### src/rtl/rank_filter_sequencer_pkg.sv
// Shared state encoding and parameter sanity check for the rank-order filter
// run controller.
package rank_filter_sequencer_pkg;

  typedef enum logic [1:0] {
    ST_IDLE  = 2'd0,
    ST_RUN   = 2'd1,
    ST_DRAIN = 2'd2,
    ST_DONE  = 2'd3
  } seq_state_e;

  // True when 1 <= num_samples <= 2**addr_bits.
  function automatic bit params_ok(input int addr_bits, input int num_samples);
    longint span;
    span = longint'(1) << addr_bits;
    return (num_samples >= 1) && (longint'(num_samples) <= span);
  endfunction

endpackage

### src/rtl/rank_filter_sequencer_wrap_counter.sv
// Up/down counter that wraps between 0 and MAX, with synchronous clear.
// Up and down together leave the count unchanged.
module wrap_counter #(
  parameter int WIDTH = 8,
  parameter int MAX   = 255
) (
  input  logic             clk,
  input  logic             rst,
  input  logic             clr_i,
  input  logic             en_i,
  input  logic             up_i,
  input  logic             down_i,
  output logic [WIDTH-1:0] count_o
);

  localparam logic [WIDTH-1:0] MAX_C = WIDTH'(MAX);
  localparam logic [WIDTH-1:0] ONE_C = WIDTH'(1);

  logic [WIDTH-1:0] count_q, count_d;

  always_comb begin
    // NOTE: count_d gets a default before any branch so no path leaves it unassigned (no latch).
    count_d = count_q;
    if (clr_i) begin
      count_d = '0;
    end else if (en_i && up_i && !down_i) begin
      count_d = (count_q == MAX_C) ? '0 : count_q + ONE_C;
    end else if (en_i && down_i && !up_i) begin
      count_d = (count_q == '0) ? MAX_C : count_q - ONE_C;
    end
  end

  // NOTE: state registers use non-blocking assignment so every flop samples pre-edge values.
  always_ff @(posedge clk or negedge rst) begin
    if (!rst) count_q <= '0;
    else      count_q <= count_d;
  end

  assign count_o = count_q;

endmodule

### src/rtl/rank_filter_sequencer.sv
// Single-clock run controller: steps the source ROM, drives the filter clock
// enable, writes latency-compensated results and keeps the browse pointer.
module rank_filter_sequencer
  import rank_filter_sequencer_pkg::*;
#(
  parameter int ADDR_BITS   = 8,
  parameter int NUM_SAMPLES = 255,
  parameter int FILTER_LAT  = 3
) (
  input  logic                 clk,
  input  logic                 rst,
  input  logic                 start,
  input  logic                 abort,
  input  logic                 loop,
  input  logic                 step_up,
  input  logic                 step_down,
  output logic                 src_rd_en,
  output logic [ADDR_BITS-1:0] src_addr,
  output logic                 filt_ce,
  output logic                 wr_en,
  output logic [ADDR_BITS-1:0] wr_addr,
  output logic [ADDR_BITS-1:0] rd_addr,
  output logic                 busy,
  output logic                 done
);

  localparam logic [ADDR_BITS-1:0] LAST_ADDR = ADDR_BITS'(NUM_SAMPLES - 1);

  if (!params_ok(ADDR_BITS, NUM_SAMPLES) || FILTER_LAT < 0) begin : g_bad_params
    $error("rank_filter_sequencer: NUM_SAMPLES must be 1..2**ADDR_BITS and FILTER_LAT >= 0");
  end

  seq_state_e           state_q, state_d;
  logic                 src_rd_en_q, src_rd_en_d;
  logic                 filt_ce_q;
  logic                 busy_q, busy_d;
  logic                 done_q, done_d;
  logic                 flush, run_entry, src_step, wr_en_w;
  logic [ADDR_BITS-1:0] src_addr_w, wr_addr_w, rd_addr_w;

  always_comb begin
    state_d = state_q;
    case (state_q)
      ST_IDLE:  if (start) state_d = ST_RUN;
      ST_RUN: begin
        if (abort)                        state_d = ST_IDLE;
        else if (src_addr_w == LAST_ADDR) state_d = ST_DRAIN;
      end
      ST_DRAIN: begin
        if (abort)                                  state_d = ST_IDLE;
        else if (wr_en_w && wr_addr_w == LAST_ADDR) state_d = ST_DONE;
      end
      ST_DONE:  if (start || loop) state_d = ST_RUN;
      default:  state_d = ST_IDLE;
    endcase
    src_rd_en_d = (state_d == ST_RUN);
    busy_d      = (state_d == ST_RUN) || (state_d == ST_DRAIN);
    done_d      = (state_d == ST_DONE);
  end

  assign flush     = abort && (state_q == ST_RUN || state_q == ST_DRAIN);
  assign run_entry = (state_d == ST_RUN) && (state_q != ST_RUN);
  // Source address freezes on the last sample so it holds through DRAIN.
  assign src_step  = (state_q == ST_RUN) && (state_d == ST_RUN);

  always_ff @(posedge clk or negedge rst) begin
    if (!rst) begin
      state_q     <= ST_IDLE;
      src_rd_en_q <= 1'b0;
      filt_ce_q   <= 1'b0;
      busy_q      <= 1'b0;
      done_q      <= 1'b0;
    end else begin
      state_q     <= state_d;
      src_rd_en_q <= src_rd_en_d;
      filt_ce_q   <= src_rd_en_q && !flush;
      busy_q      <= busy_d;
      done_q      <= done_d;
    end
  end

  // filt_ce -> wr_en delay matching the filter pipeline depth.
  if (FILTER_LAT == 0) begin : g_lat0
    assign wr_en_w = filt_ce_q;
  end else begin : g_lat
    logic [FILTER_LAT-1:0] lat_q;
    always_ff @(posedge clk or negedge rst) begin
      if (!rst) begin
        lat_q <= '0;
      end else if (flush) begin
        lat_q <= '0;
      end else begin
        lat_q[0] <= filt_ce_q;
        for (int i = 1; i < FILTER_LAT; i++) lat_q[i] <= lat_q[i-1];
      end
    end
    assign wr_en_w = lat_q[FILTER_LAT-1];
  end

  wrap_counter #(.WIDTH(ADDR_BITS), .MAX(NUM_SAMPLES - 1)) u_src_cnt (
    .clk(clk), .rst(rst), .clr_i(run_entry), .en_i(src_step),
    .up_i(1'b1), .down_i(1'b0), .count_o(src_addr_w)
  );

  wrap_counter #(.WIDTH(ADDR_BITS), .MAX(NUM_SAMPLES - 1)) u_wr_cnt (
    .clk(clk), .rst(rst), .clr_i(run_entry), .en_i(wr_en_w),
    .up_i(1'b1), .down_i(1'b0), .count_o(wr_addr_w)
  );

  wrap_counter #(.WIDTH(ADDR_BITS), .MAX(NUM_SAMPLES - 1)) u_rd_cnt (
    .clk(clk), .rst(rst), .clr_i(1'b0), .en_i(1'b1),
    .up_i(step_up), .down_i(step_down), .count_o(rd_addr_w)
  );

  assign src_rd_en = src_rd_en_q;
  assign src_addr  = src_addr_w;
  assign filt_ce   = filt_ce_q;
  assign wr_en     = wr_en_w;
  assign wr_addr   = wr_addr_w;
  assign rd_addr   = rd_addr_w;
  assign busy      = busy_q;
  assign done      = done_q;

endmodule
### config.mk
export PLATFORM = sky130hd
export DESIGN_NAME = rank_filter_sequencer
export DESIGN_NICKNAME = d
export VERILOG_FILES = /design/src/rtl/rank_filter_sequencer_pkg.sv /design/src/rtl/rank_filter_sequencer_wrap_counter.sv /design/src/rtl/rank_filter_sequencer.sv
export SDC_FILE = /design/constraint.sdc
export NUM_CORES = 1
export LEC_CHECK = 0
export CORE_MARGIN = 4
export CORE_UTILIZATION = 25
export CTS_CLUSTER_DIAMETER = 40
export DETAILED_ROUTE_END_ITERATION = 6
export PLACE_DENSITY_LB_ADDON = 0.15
export SYNTH_ARGS = -nofsm -noshare
export SYNTH_HDL_FRONTEND = slang
export SYNTH_SLANG_ARGS = --single-unit
### constraint.sdc
create_clock -name clk -period 3.39 [get_ports clk]
set_clock_uncertainty 0.2 [all_clocks]
set_input_delay 1.017 -clock clk [delete_from_list [all_inputs] [get_ports clk]]
set_output_delay 1.017 -clock clk [all_outputs]
set_load 0.005 [all_outputs]
==> results of run 1 <==
## logic make-up (layout without fill, tap and decap cells)
logic type | Yosys count | count (layout)
muxes | 2 | 2
and+or+nand+nor | 78 | 78
adders and majority gates | 15 | 15
buffers and inverters | 25 | 65
AOI/OAI and AO/OA | 69 | 69
DFF | 33 | 33
xor gates and xnor gates | 6 | 6
## registers in the layout, indices dropped and copies added, names as in the netlist
name	cells
u_rd_cnt.count_o	8
u_src_cnt.count_o	8
u_wr_cnt.count_o	8
g_lat.lat_q	3
state_q	2
busy	1
done	1
filt_ce	1
src_rd_en	1
## synthesized netlist by cell type (2+ instances only)
| cell type | n |
|---|---|
| ha_1 | 15 |
| xnor2_1 | 2 |
| o2111ai_1 | 2 |
| and3_1 | 5 |
| o32ai_1 | 2 |
| nand4_1 | 4 |
| nand2b_1 | 4 |
| nand3_1 | 9 |
| nor3_1 | 10 |
| a31oi_1 | 2 |
| nor2_1 | 16 |
| o21ai_0 | 8 |
| o31ai_1 | 3 |
| and2_1 | 4 |
| inv_1 | 15 |
| dfrtp_1 | 33 |
| o211ai_1 | 4 |
| buf_2 | 2 |
| nor2b_1 | 3 |
| o21a_1 | 5 |
| a21oi_1 | 18 |
| a211oi_1 | 3 |
| a21o_1 | 2 |
| o2bb2ai_1 | 2 |
| nand2_1 | 15 |
| o21ai_1 | 6 |
| clkbuf_1 | 8 |
| xor2_1 | 4 |
## area by class of cell
class	count	area, um2
clock buffers	6	72.57
repair buffers	42	402.9
clock inverters	2	10.01
flip-flops and latches	33	825.8
well taps	102	127.6
inverters	15	56.30
fillers	824	5253
multi-input cells	170	1140
## per-layer routing
| layer | up-vias | part of all wire | track usage |
|---|---|---|---|
| met3 | 5 | 0.048 | 0.02972 |
| met5 | - | 0 | 0 |
| li1 | 915 | - | - |
| met4 | 0 | 0.013 | 0.03151 |
| met2 | 37 | 0.47 | 0.1705 |
| met1 | 890 | 0.47 | 0.1512 |
## through the flow
stage | hold slack, ns | total power [mW] | setup slack, ns
2_1_floorplan | 0.2277 | 1.174 | 0.5900
3_3_place_gp | 0.2329 | 1.573 | 0.1383
3_5_place_dp | 0.2340 | 1.574 | 0.1056
4_1_cts | 0.2560 | 1.885 | 0.3922
5_1_grt | 0.2887 | 2.039 | 0.1674
6_report | 0.2521 | 1.850 | 0.3991
## worst paths after layout
check,from,end,slack (ns)
max in group asynchronous,rst,u_wr_cnt.count_o[1],1.71
min,g_lat.lat_q[1],g_lat.lat_q[2],0.25
max,start,u_wr_cnt.count_o[7],0.40
min in group asynchronous,rst,u_wr_cnt.count_o[3],0.95
min reg2reg,g_lat.lat_q[1],g_lat.lat_q[2],0.25
max reg2reg,u_wr_cnt.count_o[1],u_wr_cnt.count_o[7],0.54
## power groups by stage
stage | combinational [mW] | clock (mW) | sequential, mW
2_1_floorplan | 0.554 | 0 | 0.619
3_3_place_gp | 0.859 | 0 | 0.714
6_report | 0.854 | 0.296 | 0.700
4_1_cts | 0.869 | 0.315 | 0.701
5_1_grt | 0.981 | 0.330 | 0.728
3_5_place_dp | 0.865 | 0 | 0.708
==> results.yml, run 1 <==
worst_setup_path:
  crit_path_end_kind: "flop"
  crit_top_cell: "nor2_1"
  path_class: "in -> reg"
  cp_cell_sequence: "clkdlybuf4s50_1 > nor2_1 > a32o_1 > nor2_1 > ha_1 > nor2b_1 > o211ai_1 > or4b_1 > a31oi_1"
  critPathRequiredTime_ns: 3.40
  slowest_delay_ns: 0.48
  critPathTopFamily: "simple AND/OR/NAND/NOR gates"
  critPathArrivalTime_ns: 3.00
  crit_path_max_fanout: 2
  r2r_cells: 10
  crit_cells: 9
  crit_path_start_kind: "input pin"
  timing.critical_path.buf_inv: 1
  critPathSlowestCell: "clkdlybuf4s50_1"
clocking:
  cts_buffers: 5
  clkLatencyLatePin_ns: 0.28
  htree_levels: 2
  clk_path_buf_depth: 2
  cts_tree: "done"
  cts_root_buffer: "clkbuf_8"
  clk_pin_slew_ns: 0.07
  post_cts_buffers: 0
  hold_buffers: 0
  cts_resized: 0
  clock-sinks: 33
floorplan:
  fp.dieW_um: 98.82
  coreArea_um2: 7888
  ios: 36
  chipHeight_um: 98.82
  dieArea_um2: 9765
  rows: 32
  initial_core_util: 0.2614
synthesis:
  synthSimpleGateAreaFrac: 0.1996
  syn_area_um2: 2062
  yosys.area.top_type: "dfrtp_1"
  yosys_warnings: 0
  synth_mux_area_frac: 0.01032
  synth_top_family_by_area: "compound AO/OA/AOI/OAI gates"
  synth_top_area_share: 0.4005
  synth_flop_cell: "dfrtp_1"
  seq_area_frac_synth: 0.4005
  syn_nets: 250
  synth-edff-count: 0
  synthArstFlopShare: 1.000
  synth-xor-area-share: 0.02549
  synthAdderAreaFrac: 0.09102
  ys_ff_latch: 33
  synth_compound_area_frac: 0.2263
  ys_top_cells_by_area: "dfrtp_1 40%, ha_1 9.1%, a21oi_1 4.4%"
  yosysUniqueCellTypes: 50
  syn_avg_cell_area_um2: 9.044
  synth_cells: 228
placement:
  dp_cells: 362
  place_congestion: 0.7999
  placed_area_um2: 2552
  hpwl_um: 3682
  io_buffers: 35
grt:
  grt_pass1_vias: 1741
  grt_pass1_wl_um: 8811
  grt_usage: 0.1103
  grt_antenna_before_repair: 0
  grt_overflow_total: 0
  grt_max_degree: 34
pwr:
  power_density_nw_per_um2: 702.2
  clockPowerShare: 0.160
  cellInternalPower_mw: 1.083
  vdd_drop_max_mv: 0.2581
  leakagePower_nw: 1.091
  switching_share: 0.4148
  p_sw_mw: 0.7676
  combPwrFrac: 0.462
  seqPwrFrac: 0.378
drt:
  drtIter0Drc: 65
  first_pass_iters: 4
  drt-total-wl_um: 5141
  ant_nets: 0
  vias_per_cell: 4.992
  num_vias: 1847
  wl_per_cell_um: 13.89
  drc: 0
timing:
  fin_crit_ns: 2.991
  slew_violations: 0
  fmax_mhz: 334.3
  setup_viol: 0
  period_share: 0.8823
  tns_ns: 0
  tightestPinTransition_ns: 0.6512
  slew_headroom: 0.5625
  rsz0062_at_grt: "no"
  hold_viol_final: 0
cells_and_area:
  n_antenna_cell: 0
  syn2layout_area_growth_pct: 27.79
  nNetsFinal: 289
  final_core_util: 0.3341
  final_cell_mix: "35 x clkdlybuf4s50_1, 33 x dfrtp_1, 18 x a21oi_1, 16 x nor2_1"
  final_cells: 370
  design_area_um2: 2635
  mostFrequentLayoutCell: "clkdlybuf4s50_1"
  drive_gt1_frac: 0.06716
worst_hold_path:
  worstHoldPathType: "reg -> reg"
  hold_depth: 1
flow_run:
  maxCapViolCount: 0
run_status:
  status: "complete, no violations"
(Power assumes the default switching activity.)
==> run 2: changes to the inputs <==
- CORE_UTILIZATION: 25 -> 53
- CTS_CLUSTER_SIZE: unset -> 12
==> results.yml, run 2 (synthesized netlist as in run 1, its figures left out) <==
pwr:
  finalPower_mw: 1.922
  leakagePower_nw: 1.099
  power_density_nw_per_um2: 740.8
  vdd_drop_max_mv: 0.4517
placement:
  placed_area_um2: 2477
  place_congestion: 0.8354
  place_ws_ns: 0.1310
  hpwl_um: 3280
  io_buffers: 35
drt:
  drtIter0Drc: 154
  drc: 0
  first_pass_iters: 4
  vias_per_cell: 5.943
  drt-total-wl_um: 4569
  num_vias: 1872
  ant_nets: 0
  wl_per_cell_um: 14.50
run_status:
  status: "complete, no violations"
floorplan:
  dieArea_um2: 4953
  coreArea_um2: 3716
  initial_core_util: 0.5549
  fp.dieW_um: 70.38
  ios: 36
  rows: 22
  chipHeight_um: 70.38
clocking:
  clk_pin_slew_ns: 0.07
  post_cts_buffers: 0
  clk_path_buf_depth: 2
  htree_levels: 2
  hold_buffers: 0
  clock-sinks: 33
  clkLatencyLatePin_ns: 0.28
  cts_root_buffer: "clkbuf_8"
  cts_buffers: 5
  cts_tree: "done"
  cts_resized: 0
timing:
  setup_ws_ns: 0.4024
  tightestPinTransition_ns: 0.6346
  period_share: 0.8813
  tns_ns: 0
  slew_violations: 0
  slew_headroom: 0.5737
  fin_crit_ns: 2.988
  setup_viol: 0
  fmax_mhz: 334.7
  hold_viol_final: 0
  rsz0062_at_grt: "no"
cells_and_area:
  final_core_util: 0.6980
  n_antenna_cell: 0
  design_area_um2: 2594
  final_cell_mix: "35 x clkdlybuf4s50_1, 33 x dfrtp_1, 18 x a21oi_1, 16 x nor2_1"
  fillerInstances: 299
  drive_gt1_frac: 0.06367
  syn2layout_area_growth_pct: 25.79
  mostFrequentLayoutCell: "clkdlybuf4s50_1"
  nNetsFinal: 288
worst_setup_path:
  crit_path_start_kind: "input pin"
  path_class: "in -> reg"
  r2r_cells: 11
  critPathArrivalTime_ns: 2.99
  r2r_setup_slack_ns: 0.46
  crit_path_end_kind: "flop"
  critPathRequiredTime_ns: 3.40
  crit_path_max_fanout: 2
grt:
  grt_overflow_total: 0
  grt_usage: 0.1924
  grt_pass1_vias: 1691
  grt_antenna_before_repair: 0
  grt_pass1_wl_um: 7817
  grt_max_degree: 34
worst_hold_path:
  worstHoldPathType: "reg -> reg"
  hold_depth: 1
flow_run:
  maxCapViolCount: 0
## run 2: cell types whose count changed in the layout (fill, tap and decap cells not counted)
cell       previous run  this run
bufinv_16             0         1
clkinv_2              2         0
clkbuf_8              5         6
buf_4                 7         6
## run 2: worst paths after layout
path	startpoint	end
min reg2reg	g_lat.lat_q[1]	g_lat.lat_q[2]
max in group asynchronous	rst	u_src_cnt.count_o[7]
min	g_lat.lat_q[1]	g_lat.lat_q[2]
min in group asynchronous	rst	u_wr_cnt.count_o[1]
max reg2reg	u_wr_cnt.count_o[0]	u_wr_cnt.count_o[7]
max	start	u_wr_cnt.count_o[7]
## run 2: critical path, stage by stage
cell	delay, ns
clkdlybuf4s50_1	0.48
nor2_1	0.05
a32o_1	0.19
nor2_1	0.14
ha_1	0.18
nor2b_1	0.18
o211ai_1	0.11
or4b_1	0.47
a31oi_1	0.17
## run 2: routing by layer
metal,global-route usage,vias up,routed length [um]
li1,-,919,-
met4,0.06809,0,60
met5,0,-,0
met2,0.2931,57,2156
met3,0.03885,6,254
met1,0.2702,890,2097
## run 2: report_power, final
part | total [mW] | leakage, nW | internal [mW] | switching, mW
sequential | 0.703 | 0.436 | 0.503 | 0.200
clock | 0.380 | 0.0585 | 0.240 | 0.140
combinational | 0.839 | 0.605 | 0.433 | 0.406
## run 2: stage by stage
step           hold slack, ns  std cells
5_1_grt                0.2855        315
4_1_cts                0.2617        315
2_1_floorplan          0.2277        228
3_3_place_gp           0.2333        307
6_report               0.2595        315
3_5_place_dp           0.2475        307
## run 2: area by class of cell
cell class	instances	area, um2	area share
Multi-Input combinational cell	170	1140	0.4395
Sequential cell	33	825.8	0.3184
Timing Repair Buffer	41	395.4	0.1524
Clock buffer	7	86.33	0.03329
Tap cell	48	60.06	0.02315
Inverter	15	56.30	0.02171
Clock inverter	1	30.03	0.01158
==> run 3: changes to the inputs <==
- HOLD_SLACK_MARGIN: unset -> 0.15
==> results of run 3 <==
No change in the layout: final DEF, timing and power equal those of run 2.
